`src/rtl/calc_key_entry.sv`:
```
// -----------------------------------------------------------------------------
// calc_key_entry
//   Keypad front end of the calculator. Converts raw key presses into the
//   sign-magnitude operands handed to the arithmetic stage, selects the
//   operator, loads the arithmetic stage's answer back into the accumulator
//   when operations are chained, and chooses the value shown on the display.
//
// Ports
//   clock       in   1   system clock
//   reset       in   1   synchronous, active-high reset
//   key_down    in   1   level, high while a key is held
//   keycode     in   5   key identity, stable while key_down is high
//   answer      in  17   sign-magnitude result from the arithmetic stage
//   V1          out 17   current entry, sign-magnitude (bit 16 = sign)
//   V2          out 17   accumulator / first operand, sign-magnitude
//   opcode      out  2   00 add, 01 multiply, 10 subtract (V2 - V1)
//   newop       out  1   one-cycle strobe, operator selected or clear
//   newhex      out  1   one-cycle strobe, entry changed
//   eq          out  1   one-cycle strobe, equals accepted
//   disp_value  out 17   value to display
//   entry_full  out  1   entry holds DIGITS significant digits
// -----------------------------------------------------------------------------
module calc_key_entry #(
   parameter int DIGITS = 4   // magnitude width 4*DIGITS must be 16
) (
   input  logic        clock,
   input  logic        reset,
   input  logic        key_down,
   input  logic [4:0]  keycode,
   input  logic [16:0] answer,
   output logic [16:0] V1,
   output logic [16:0] V2,
   output logic [1:0]  opcode,
   output logic        newop,
   output logic        newhex,
   output logic        eq,
   output logic [16:0] disp_value,
   output logic        entry_full
);

   localparam int MAG_W = 4 * DIGITS;
   localparam int CNT_W = $clog2(DIGITS + 1);
   localparam logic [CNT_W-1:0] FULL_CNT = CNT_W'(DIGITS);

   localparam logic [4:0] K_ADD = 5'h10;
   localparam logic [4:0] K_MUL = 5'h11;
   localparam logic [4:0] K_SUB = 5'h12;
   localparam logic [4:0] K_EQU = 5'h13;
   localparam logic [4:0] K_CLR = 5'h14;
   localparam logic [4:0] K_NEG = 5'h15;

   typedef enum logic [1:0] {
      S_FIRST,    // entering first operand
      S_OPPEND,   // operator chosen, no digit yet
      S_SECOND,   // entering second operand
      S_RESULT    // equals accepted, answer on display
   } state_t;

   state_t           state;
   logic             key_q;
   logic [CNT_W-1:0] count;

   logic             key_event;
   logic [3:0]       digit;
   logic             mag_zero;

   assign key_event = key_down & ~key_q;
   assign digit     = keycode[3:0];
   assign mag_zero  = (V1[MAG_W-1:0] == '0);

   always_ff @(posedge clock) begin
      if (reset) begin
         state  <= S_FIRST;
         // key_q resets high so a key already held through reset is treated
         // as stale and produces no event until it is released and pressed.
         key_q  <= 1'b1;
         count  <= '0;
         V1     <= '0;
         V2     <= '0;
         opcode <= 2'b00;
         newop  <= 1'b0;
         newhex <= 1'b0;
         eq     <= 1'b0;
      end else begin
         // NOTE: non-blocking assignments throughout, so every branch below
         // reads the pre-edge values of V1, count and state.
         key_q  <= key_down;
         newop  <= 1'b0;
         newhex <= 1'b0;
         eq     <= 1'b0;

         if (key_event) begin
            if (!keycode[4]) begin
               // Digit keys 0x00-0x0F
               case (state)
                  S_FIRST, S_SECOND: begin
                     if (count != FULL_CNT) begin
                        V1[MAG_W-1:0] <= {V1[MAG_W-5:0], digit};
                        // Leading zeros do not consume a digit position.
                        if (!(mag_zero && digit == 4'd0))
                           count <= count + 1'b1;
                        newhex <= 1'b1;
                     end
                  end
                  S_OPPEND: begin
                     V1     <= {1'b0, MAG_W'(digit)};
                     count  <= CNT_W'(digit != 4'd0);
                     state  <= S_SECOND;
                     newhex <= 1'b1;
                  end
                  default: begin   // S_RESULT: start a fresh calculation
                     V1     <= {1'b0, MAG_W'(digit)};
                     V2     <= '0;
                     count  <= CNT_W'(digit != 4'd0);
                     state  <= S_FIRST;
                     newhex <= 1'b1;
                  end
               endcase
            end else begin
               case (keycode)
                  K_ADD, K_MUL, K_SUB: begin
                     opcode <= keycode[1:0];
                     newop  <= 1'b1;
                     case (state)
                        S_FIRST: begin
                           V2    <= V1;
                           V1    <= '0;
                           count <= '0;
                           state <= S_OPPEND;
                        end
                        S_OPPEND: ;   // operator replaced only
                        default: begin
                           // Chaining: answer still reflects the previous
                           // operator, which is what must be accumulated.
                           V2    <= answer;
                           V1    <= '0;
                           count <= '0;
                           state <= S_OPPEND;
                        end
                     endcase
                  end
                  K_EQU: begin
                     if (state == S_SECOND) begin
                        eq    <= 1'b1;
                        state <= S_RESULT;
                     end
                  end
                  K_CLR: begin
                     V1     <= '0;
                     V2     <= '0;
                     count  <= '0;
                     opcode <= 2'b00;
                     newop  <= 1'b1;
                     state  <= S_FIRST;
                  end
                  K_NEG: begin
                     // A zero magnitude is never negated, so -0 cannot appear.
                     if ((state == S_FIRST || state == S_SECOND) && !mag_zero) begin
                        V1[16] <= ~V1[16];
                        newhex <= 1'b1;
                     end
                  end
                  default: ;   // 0x16-0x1F ignored
               endcase
            end
         end
      end
   end

   always_comb begin
      case (state)
         S_RESULT: disp_value = answer;
         S_OPPEND: disp_value = V2;
         default:  disp_value = V1;
      endcase
   end

   assign entry_full = (count == FULL_CNT);

endmodule
```
`config.mk`:
```
export PLATFORM = sky130hd
export DESIGN_NAME = calc_key_entry
export DESIGN_NICKNAME = d
export VERILOG_FILES = /design/src/rtl/calc_key_entry.sv
export SDC_FILE = /design/constraint.sdc
export NUM_CORES = 1
export LEC_CHECK = 0
export BUFFER_PORTS_ARGS = -buffer_cell sky130_fd_sc_hd__buf_2
export CAP_MARGIN = 20
export CORE_MARGIN = 5
export CORE_UTILIZATION = 40
export CTS_CLUSTER_SIZE = 40
export DETAILED_ROUTE_END_ITERATION = 6
export PLACE_DENSITY = 0.76
export SYNTH_ARGS = -nofsm -noshare
export SYNTH_HDL_FRONTEND = slang
export SYNTH_SLANG_ARGS = --single-unit
export TNS_END_PERCENT = 20
```
`constraint.sdc`:
```
create_clock -name clock -period 2.31 [get_ports clock]
set_clock_uncertainty 0.15 [all_clocks]
set_input_delay 0.231 -clock clock [delete_from_list [all_inputs] [get_ports clock]]
set_output_delay 0.231 -clock clock [all_outputs]
set_load 0.005 [all_outputs]
```
## Word-level counts from Yosys, hierarchy flattened

Index checks and enable logic that the tools add are counted.

| storage, ports and cells | value |
|---|---|
| bits in registers | 45 |
| bits of input ports | 25 |
| output and inout port bits | 57 |
| word-level logic and storage cells | 92 |

| cells by class | value |
|---|---|
| add/subtract/negate cells | 1 |
| eq/ne operators | 21 |
| mux-type cells | 32 |
| bitwise gates (word level) | 6 |
| reductions and logical operators | 22 |

Operators with widths:

| operator | number |
|---|---|
| $pmux 17 s2 | 3 |
| $mux 17 | 4 |
| $mux 16 | 2 |
| $pmux 16 s2 | 1 |
| $eq 5x5->1 const B | 6 |
| $ne 3x3->1 const B | 6 |
| $logic_not 16->1 | 1 |
| $mux 3 | 5 |
| $reduce_and 5->1 | 3 |
| $mux 1 | 9 |
| $reduce_or 3->1 | 3 |
| $ne 4x1->1 const B | 2 |
| $pmux 2 s2 | 2 |
| $reduce_and 4->1 | 2 |
| $reduce_or 4->1 | 2 |
| $mux 2 | 3 |
| $pmux 2 s3 | 1 |
| $pmux 3 s2 | 1 |
| $not 1->1 | 5 |
| $eq 2x2->1 const B | 2 |
| $logic_not 4->1 | 1 |
| $reduce_bool 4->1 | 1 |
| $reduce_or 2->1 | 2 |
| $add 3x1->3 const B | 1 |
| other kinds (13) | 14 |

## Longest topological paths before layout

| logic depth | value |
|---|---|
| depth after elaboration | 6 |
| depth in mapped cells | 9 |
| gate-level depth less buffers | 7 |

## Worst setup path after synthesis

Ideal clock, no wire load.

| timing | value |
|---|---|
| path type | register -> register |
| start | register state[0] |
| end | register V2[13] |
| setup time | 122 ps |
| arrival | 1,593 ps |
| data required time | 2,038 ps |
| setup slack | 445 ps |
| cell stages (with the launch flop) | 8 |
| buffers on the path | 2 |
| clock period less this slack | 1,865 ps |
| cells stage by stage | dfxtp_1 buf_2 and3b_1 a211oi_2 o2111ai_4 clkbuf_1 nand3b_1 o31ai_1 |

| between the ends | value |
|---|---|
| longest elaborated chain between the ends | 4 |
| elaborated cells between the ends (all ways) | 10 |
| classes of those cells | eq/ne: 4; mux: 3; reduce/logical: 3 |

Ends and longest elaborated chain:

| item | line | text |
|---|---|---|
| start: declaration | 59 | `state_t state;` |
| start signal: assignment | 73 | `state <= S_FIRST;` |
| start signal: assignment | 108 | `state <= S_SECOND;` |
| start signal: assignment | 115 | `state <= S_FIRST;` |
| $eq 2x1->1 (tied with other cells) | 95, 124 |  |
| $pmux 17 s2 / $reduce_or 3->1 (equally long branches) | n/a |  |
| $pmux 17 s2 / $ne 2x1->1 (equally long branches) | n/a |  |
| $mux 17 / $reduce_and 4->1 (equally long branches) | n/a |  |
| end signal: assignment | 135 | `V2 <= answer;` |
| end: declaration | 32 | `output logic [16:0] V2,` |

Parallel ways exist; a longest one is shown, timed or not.
A chain may end at the register's enable or synchronous reset.

## Worst setup path after layout

| timing | value |
|---|---|
| start | register count[0] |
| end | register count[0] |

| between the ends | value |
|---|---|
| longest elaborated chain between the ends | 5 |
| elaborated cells between the ends (all ways) | 8 |
| classes of those cells | add/sub: 1; eq/ne: 2; mux: 4; reduce/logical: 1 |

Ends and longest elaborated chain:

| item | line | text |
|---|---|---|
| start: declaration | 61 | `logic [CNT_W-1:0] count;` |
| start signal: assignment | 101 | `count <= count + 1'b1;` |
| start signal: assignment | 107 | `count <= CNT_W'(digit != 4'd0);` |
| start signal: assignment | 114 | `count <= CNT_W'(digit != 4'd0);` |
| $add 3x1->3 | 101 |  |
| $mux 3 | 100 | `if (!(mag_zero && digit == 4'd0))` |
| $mux 3 | 97 | `if (count != FULL_CNT) begin` |
| $mux 3 | n/a |  |
| $mux 3 | 93 | `if (!keycode[4]) begin` |

Parallel ways exist; a longest one is shown, timed or not. The select of a mux whose other input is x is not followed.

==> results.py <==
metrics = {
    "status": {
        "status": "finished, final reports clean",
    },
    "placement": {
        "dpl_cell_area_mm2": 0.00304,
        "gp_congestion": 0.800,
        "numPortBuffers": 81,
        "hpwlAfterDp_um": 4900,
        "dp_cells": 445,
    },
    "synth": {
        "ys_warn_count": 0,
        "synthDistinctLibCells": 46,
        "syn_area_mm2": 0.00251,
        "yosysSeqAreaShare_pct": 35.9,
        "async_reset_ff_share_pct": 0,
        "synth_area_per_cell_um2": 8.48,
        "synth_edf_count": 0,
        "synth_top_area_share_pct": 35.9,
        "synthTopCellsByArea": "dfxtp_1, mux2i_1, a21oi_1",
        "synth-seq-cells": 45,
        "yosys_most_used_dff": "dfxtp_1",
        "synthCells": 296,
        "synth_top_area_cell": "dfxtp_1",
        "synth_nets": 323,
    },
    "timing": {
        "drv_slew": 0,
        "finalHoldViolations": 0,
        "setup_viol": 0,
        "fmax_mhz": 475,
        "min_period_ps": 2110,
        "period_share_pct": 91.2,
        "rsz0062_at_grt": "false",
        "tightest_slew_ps": 458,
        "whs_ps": 109,
        "fin_tns_setup_ps": 0,
        "slew_headroom_pct": 69.4,
    },
    "final_layout": {
        "postLayoutCellArea_mm2": 0.00314,
        "drive_gt1_share_pct": 30.9,
        "area_growth_pct": 25.2,
        "antennaDiodeCount": 0,
        "final_cells": 454,
        "layout.nets": 405,
    },
    "detailed_routing": {
        "detail_route.wl_per_cell_um": 15.0,
        "dr.first_iter.drc_count": 247,
        "routed_via_density": 5.48,
        "wirelength_um": 6790,
        "vias": 2489,
        "ant_nets": 0,
        "drc": 0,
        "dr.pass1.iters": 4,
    },
    "setup_path": {
        "slowest_stage": "or4_1",
        "crit_fanout": 6,
        "worstPathCellList": "inv_1 -> ha_1 -> and2_1 -> a21oi_1 -> nand3_2 -> or4_1 -> a21oi_1",
        "crit_required_ps": 2390,
        "crit_path_frequent_cell": "a21oi_1",
        "crit_path_start_kind": "flop",
        "crit_type": "flop to flop",
        "cpPeakStageDelay_ps": 530,
        "crit_path_end_kind": "flop",
        "arrival_ps": 2180,
    },
    "clocking": {
        "cts_root_buf": "clkbuf_8",
        "post_cts_resized": 0,
        "cts_tree": "built",
        "cts_buffers": 5,
        "clk_pin_slew_ps": 90,
        "cts_buffer_depth": 2,
        "cts_sinks": 45,
        "clk_latency_ps": 300,
        "cts.htree.levels": 2,
    },
    "floorplanning": {
        "die_w_um": 89.2,
        "initial_utilization_pct": 41.6,
        "die_area_mm2": 0.00796,
        "core.rowCount": 28,
        "boundaryPins": 82,
        "die_h_um": 89.2,
        "coreArea_mm2": 0.00603,
    },
    "global_routing": {
        "antenna_found_initial": 0,
        "grt_pass1_wl_um": 11400,
        "track_usage_pct": 17.8,
        "grt_overflow": 0,
        "grt_pass1_vias": 2294,
        "grt_max_degree": 46,
    },
    "power_and_ir_drop": {
        "leakagePower_nw": 1.39,
        "p_total_mw": 1.47,
        "power_density_mw_per_mm2": 469,
        "peakVddDrop_mv": 0.337,
    },
    "min_path": {
        "hold_path_class": "input pin to flop",
    },
    "flow_run": {
        "drv_cap": 0,
    },
}
## synthesized netlist by cell type, types with 2 or more instances
cell	n
or3_1	2
o31ai_1	17
a21oi_1	39
buf_1	2
buf_6	2
o21ai_1	2
dfxtp_1	45
nand2_1	22
mux2i_1	36
nand3_2	2
inv_1	6
a211oi_1	3
ha_1	2
nor4_1	7
nor2_1	25
nand3_1	13
buf_2	11
nand3b_1	21
clkbuf_1	11
nand4_1	2
## layout by cell type, fill, tap and decap left out, drive strengths merged, types with 2 or more instances in the layout
cell type    n
clkbuf       5
nand4        2
ha           2
o31ai       17
inv          7
a21oi       39
or2          2
dfxtp       45
a211oi       4
nand3b      21
buf        100
nand2       23
o21ai        3
nor4         7
nand3       15
mux2i       36
or3          2
nor2        26
## worst max-delay path, delay by kind of cell (launching register included)
kind	cells	cell delay, ps
flops	1	400
buf+inv	1	60
compound gates	2	340
fa+ha+maj	1	190
simple gates	3	890
## power by group
part	total, mW	switching (mW)	internal, mW
registers	0.783	0.00301	0.780
logic	0.184	0.107	0.0776
clock network	0.506	0.287	0.218
## kinds of logic (layout without fill, tap and decap cells)
family / after synthesis / count (layout) / share of synthesized area [%]
simple gates: 109 / 109 / 24.1
compound gates: 71 / 71 / 18.3
flops: 45 / 45 / 35.9
mux: 36 / 36 / 14.4
buf+inv: 32 / 115 / 5.94
fa+ha+maj: 3 / 3 / 1.40
## final timing paths
path                    from  endpoint  slack, ps  cells past startpoint
setup / recovery    count[0]  count[0]        200                      7
hold / removal    answer[15]    V2[15]        110                      3
setup reg to reg    count[0]  count[0]        200                      7
hold reg to reg     count[1]  count[1]        360                      2
## repair_timing
| item | CTS | global route |
|---|---|---|
| hold buffers | 1 | 0 |
| endpoints found under the hold margin | 1 | 0 |
| buffers inserted | 0 | 0 |
## routing by layer
| layer | track usage (%) | wire, um |
|---|---|---|
| met4 | 3.25 | 55 |
| met3 | 3.32 | 455 |
| met1 | 24.6 | 3060 |
| met2 | 29.2 | 3220 |
| met5 | 0 | 0 |
## state kept, by name, indices dropped and copies added (netlist names)
register	cells
V2	17
eq	1
V1	17
newop	1
key_q	1
state	2
opcode	2
count	3
newhex	1
## metrics by stage
stage	setup WS, ps	util (%)
finish	204	52.1
global placement	313	50.4
floorplan	445	-
detailed placement	267	50.4
CTS	221	52.1
global route	111	52.1
## layout make-up
| cell class | instances | area, um2 |
|---|---|---|
| sequential | 45 | 901 |
| multi-input combinational | 219 | 1460 |
| inverter | 6 | 22.5 |
| timing repair buffer | 101 | 571 |
| tap | 75 | 93.8 |
| clock inverter | 3 | 25.0 |
| fill | 582 | 2890 |
| clock buffer | 5 | 68.8 |
Note: power is estimated with default switching activity, not from simulation.
